[config.mk]
export PLATFORM = sky130hd
export DESIGN_NAME = evm_id_database
export DESIGN_NICKNAME = d
export VERILOG_FILES = /design/src/rtl/evm_id_database.sv
export SDC_FILE = /design/constraint.sdc
export NUM_CORES = 1
export LEC_CHECK = 0
export CAP_MARGIN = 10
export CORE_MARGIN = 5
export CORE_UTILIZATION = 35
export DETAILED_ROUTE_END_ITERATION = 6
export PLACE_DENSITY = 0.59
export REMOVE_ABC_BUFFERS = 1
export SLEW_MARGIN = 40
export SYNTH_ARGS = -nofsm -noshare
export SYNTH_HDL_FRONTEND = slang
export SYNTH_SLANG_ARGS = --single-unit
[constraint.sdc]
create_clock -name clk -period 2.75 [get_ports clk]
set_input_delay 0.55 -clock clk [delete_from_list [all_inputs] [get_ports clk]]
set_output_delay 0.55 -clock clk [all_outputs]
set_load 0.005 [all_outputs]
[src/rtl/evm_id_database.sv]
// evm_id_database
// Identity and authorisation database for the voting machine. It validates the
// presiding-officer ID and the admin reset ID, and checks presented voter IDs
// against a registered-voter table. A has-voted flag per voter blocks double
// voting. Every output is registered, so each one reflects the inputs sampled
// on the previous rising edge.

module evm_id_database #(
    parameter logic [4:0] OFFICER_ID = 5'b11111,
    parameter logic [4:0] RESET_ID   = 5'b11110,
    parameter int         NUM_VOTERS = 16
) (
    input  logic       clk,
    input  logic       rst,
    input  logic       mode,
    input  logic       control,
    input  logic       read_enable,
    input  logic [4:0] officer_id,
    input  logic [4:0] voter_id,
    input  logic [4:0] reset_id,
    output logic       officer_id_status,
    output logic       reset_id_status,
    output logic       voter_id_status,
    output logic [4:0] valid_voter,
    output logic [3:0] valid_voter_address,
    output logic       write
);

    // Widened by one bit so that a value of 16 still fits.
    localparam logic [5:0] VOTER_LIMIT = 6'(NUM_VOTERS);

    logic [15:0] has_voted_r;
    logic [15:0] has_voted_next_s;
    logic        off_ok_s;
    logic        clear_s;
    logic        in_range_s;
    logic        accept_s;
    logic [3:0]  voter_addr_s;

    // Decode the authorisation, the clear request and the voter acceptance
    // for this cycle.
    always_comb begin
        off_ok_s         = 1'b0;
        clear_s          = 1'b0;
        in_range_s       = 1'b0;
        accept_s         = 1'b0;
        voter_addr_s     = voter_id[3:0];
        has_voted_next_s = has_voted_r;

        off_ok_s   = (officer_id == OFFICER_ID);
        in_range_s = ({1'b0, voter_id} < VOTER_LIMIT);

        if (control == 1'b1) begin
            if ((mode == 1'b0) && off_ok_s && (reset_id == RESET_ID)) begin
                clear_s = 1'b1;
            end else begin
                clear_s = 1'b0;
            end

            // If a compare is unknown, the condition counts as false, so no
            // flag is set.
            if ((mode == 1'b1) && (read_enable == 1'b1) && off_ok_s && in_range_s &&
                (has_voted_r[voter_addr_s] == 1'b0)) begin
                accept_s = 1'b1;
            end else begin
                accept_s = 1'b0;
            end
        end else begin
            clear_s  = 1'b0;
            accept_s = 1'b0;
        end

        // The two modes are exclusive, so a clear and a vote never occur in
        // the same cycle.
        if (clear_s) begin
            has_voted_next_s = 16'h0000;
        end else if (accept_s) begin
            has_voted_next_s = has_voted_r | (16'h0001 << voter_addr_s);
        end else begin
            has_voted_next_s = has_voted_r;
        end
    end

    // Register the flag table and all outputs. When control is 0, the status
    // outputs and the write strobe are forced to 0, and the flags and the last
    // accepted voter are held.
    always_ff @(posedge clk or posedge rst) begin
        if (rst) begin
            has_voted_r         <= 16'h0000;
            officer_id_status   <= 1'b0;
            reset_id_status     <= 1'b0;
            voter_id_status     <= 1'b0;
            write               <= 1'b0;
            valid_voter         <= 5'b00000;
            valid_voter_address <= 4'b0000;
        end else begin
            has_voted_r       <= has_voted_next_s;
            officer_id_status <= control & off_ok_s;
            reset_id_status   <= clear_s;
            voter_id_status   <= accept_s;
            write             <= accept_s;
            if (accept_s) begin
                valid_voter         <= voter_id;
                valid_voter_address <= voter_addr_s;
            end else begin
                valid_voter         <= valid_voter;
                valid_voter_address <= valid_voter_address;
            end
        end
    end

endmodule

==> run_results.csv <==
group,metric,value,unit
power,vdd_drop_max,0.247,mV
detailed_routing,drc,0,
yosys,syn-cell-area,0.00123,mm^2
detailed_routing,viasPerCell,5.01,
place,dp_hpwl,2220,um
detailed_routing,first_pass_iters,4,
grt,grt_max_degree,25,
sta,holdWs,0.491,ns
grt,grt_first_pass_wirelength,5030,um
cells_and_area,n_fill_cell,321,
sta,worstMarginPinSlew,0.389,ns
critical_path,endpoint_kind,"register",
detailed_routing,wirelength,2840,um
yosys,synth_cell_types,38,
yosys,yosysSeqAreaShare,48.7,%
sta,slew_viol_final,0,
yosys,syn_inst,112,
grt,first_global_vias,1078,
critical_path,crit_chain,"clkdlybuf4s50_1 > mux4_1 > mux2_2 > a221oi_4 > mux2_1",
detailed_routing,dr.first_iter.drc_count,48,
die,io_pins,33,
clock_tree,cts_hold_buf,0,
cells_and_area,num_antenna_cells,0,
critical_path,cp.required,2.96,ns
die,initial_core_util,36.6,%
die,num_rows,21,
grt,antenna_found_initial,0,
detailed_routing,vias,951,
clock_tree,cts_resized,0,
die,core,0.00336,mm^2
place,portBuffers,32,
critical_path,slowest_stage,"mux4_1",
clock_tree,htree_levels,1,
clock_tree,clk_latency,0.31,ns
outcome,status,"complete, no violations",
critical_path,slowest_delay,0.60,ns
yosys,syn-mean-instance-area,11.0,um^2
die,dieArea,0.00481,mm^2
die,die_y,69.3,um
sta,setup_tns,0,ns
sta,clock.fmax,0.398,GHz
hold_path,holdCritPathClass,"reg -> reg",
sta,fin_skew,0.0137,ns
grt,gr-usage-all-layers,12.8,%
flow_run,maxCapViolCount,0,
die,die_w,69.3,um
place,placed_cells,187,
sta,period_needed,2.51,ns
critical_path,start_kind,"input port",
place,gp_congestion,0.784,
cells_and_area,nNetsFinal,166,
critical_path,critPathKind,"in -> reg",
cells_and_area,fin_util,48.5,%
clock_tree,clock-sinks,24,
critical_path,cp.arrival,2.73,ns
sta,period_share,91.4,%
power,total_power,602,uW
clock_tree,cts_tree,"built",
cells_and_area,final_cells,190,
clock_tree,cts_root_buf,"clkbuf_4",
sta,max-slew-margin-rel,73.9,%
sta,hold_violations,0,
cells_and_area,final_layout_size_suffix_gt1_share,12.5,%
grt,grt_overflow_total,0,
clock_tree,cts_made_buffers,3,
critical_path,crit_path_max_fanout,4,
sta,rsz0062_at_grt,"false",
yosys,yosysWarnings,0,
clock_tree,cts_max_path_buffers,2,
clock_tree,path_clk_slew,0.13,ns
cells_and_area,area_growth,32.3,%
detailed_routing,postRouteAntennaNets,0,
clock_tree,cts_setup_buffers,0,
power,total_leakage_power,0.721,nW
yosys,ys_ff_latch,24,
power,cellPowerDensity,369,mW/mm^2
sta,setup_viol_count_final,0,
detailed_routing,wl_per_cell,15.0,um
registers in the layout (all words and copies together), names as in the netlist:
signal	count
reset_id_status	1
has_voted_r	16
officer_id_status	1
write	1
valid_voter	5
layer usage:
metal	wire length [um]	track usage (%)
met5	0	0
met4	0	1.52
met3	72	3.33
met2	1510	23.0
met1	1260	15.7
cell usage in the layout, fill, tap and decap left out, types with 2 or more instances in the layout:
cell type        Yosys  routed
and2_1               2       2
clkbuf_4             0       3
clkdlybuf4s50_1      0      32
dfrtp_1             24      24
o31ai_1              2       2
nor4_1               3       3
a41oi_1              8       8
mux2i_1              2       2
o21a_1               4       4
nand2_1              8       8
inv_1                2       2
mux2_1               2       2
nor2_1              13      13
nand2b_1             3       3
buf_4                5      10
nor2b_1              2       2
mux4_2               2       2
and2b_1              3       3
cells by family (layout without fill, tap and decap cells):
family / Yosys count / in the layout / share of synthesized area [%]
flip-flops: 24 / 24 / 48.7
AND/OR/NAND/NOR: 42 / 42 / 18.2
buffers and inverters: 16 / 48 / 7.21
AO/OA/AOI/OAI: 22 / 22 / 15.7
multiplexers: 8 / 8 / 10.2
power by group:
| part | switching, mW | internal, mW | leakage, nW |
|---|---|---|---|
| registers | 0.00282 | 0.357 | 0.325 |
| logic | 0.0387 | 0.0514 | 0.382 |
| clock network | 0.101 | 0.0512 | 0.0138 |
| total | 0.142 | 0.460 | 0.721 |
final timing paths:
path	startpoint	to	slack, ns	depth (start not counted)
max reg2reg	has_voted_r[9]	valid_voter[1]	0.75	4
max	voter_id[0]	valid_voter[1]	0.24	5
min reg2reg	has_voted_r[4]	has_voted_r[4]	0.49	2
max in group asynchronous	rst	has_voted_r[1]	1.95	3
min in group asynchronous	rst	has_voted_r[8]	0.56	3
min	has_voted_r[4]	has_voted_r[4]	0.49	2
final cells by class:
type                            instances  area (um^2)  area share [%]
Inverter                                3         11.3           0.691
Tap cell                               46         57.6            3.53
Clock buffer                            3         22.5            1.38
Timing Repair Buffer                   42          395            24.3
Sequential cell                        24          601            36.8
Multi-Input combinational cell         72          543            33.3
per-stage QoR:
stage / setup slack [ns] / instance area [um^2]
2_1_floorplan: 0.603 / 1150
3_3_place_gp: -0.0519 / 1610
3_5_place_dp: -0.121 / 1610
4_1_cts: 0.231 / 1630
5_1_grt: 0.152 / 1630
6_report: 0.238 / 1630
worst max-delay path, delay by kind of cell:
| family | cells | cell delay [ns] |
|---|---|---|
| AOI/OAI and AO/OA | 1 | 0.32 |
| buffers and inverters | 1 | 0.58 |
| muxes | 3 | 1.28 |
synthesized netlist by cell type:
cell | number | area [um^2]
a21oi_1 | 1 | 5.00
mux2_2 | 1 | 11.3
and2b_1 | 3 | 22.5
or2_0 | 1 | 6.26
nor2_1 | 13 | 48.8
nor3_1 | 1 | 5.00
a21o_1 | 1 | 7.51
o21a_1 | 4 | 30.0
nand3b_1 | 1 | 7.51
nor2b_1 | 2 | 12.5
o31ai_1 | 2 | 15.0
and2_1 | 2 | 12.5
a41oi_1 | 8 | 70.1
inv_2 | 1 | 3.75
or3_1 | 1 | 6.26
nand2_1 | 8 | 30.0
a221oi_1 | 1 | 8.76
mux4_1 | 1 | 26.3
buf_2 | 2 | 10.0
buf_6 | 1 | 11.3
nand2b_1 | 3 | 18.8
clkbuf_1 | 5 | 18.8
a22o_1 | 1 | 8.76
mux4_2 | 2 | 45.0
o41ai_1 | 1 | 8.76
nor4bb_1 | 1 | 10.0
or4_1 | 1 | 7.51
mux2i_1 | 2 | 20.0
o21bai_1 | 1 | 7.51
inv_1 | 2 | 7.51
dfrtp_1 | 24 | 601
nand4bb_1 | 1 | 11.3
nand4_1 | 1 | 6.26
a221oi_4 | 1 | 26.3
mux2_1 | 2 | 22.5
buf_4 | 5 | 37.5
o22ai_1 | 1 | 6.26
nor4_1 | 3 | 18.8
No activity file was read; power rests on OpenSTA's default activity.
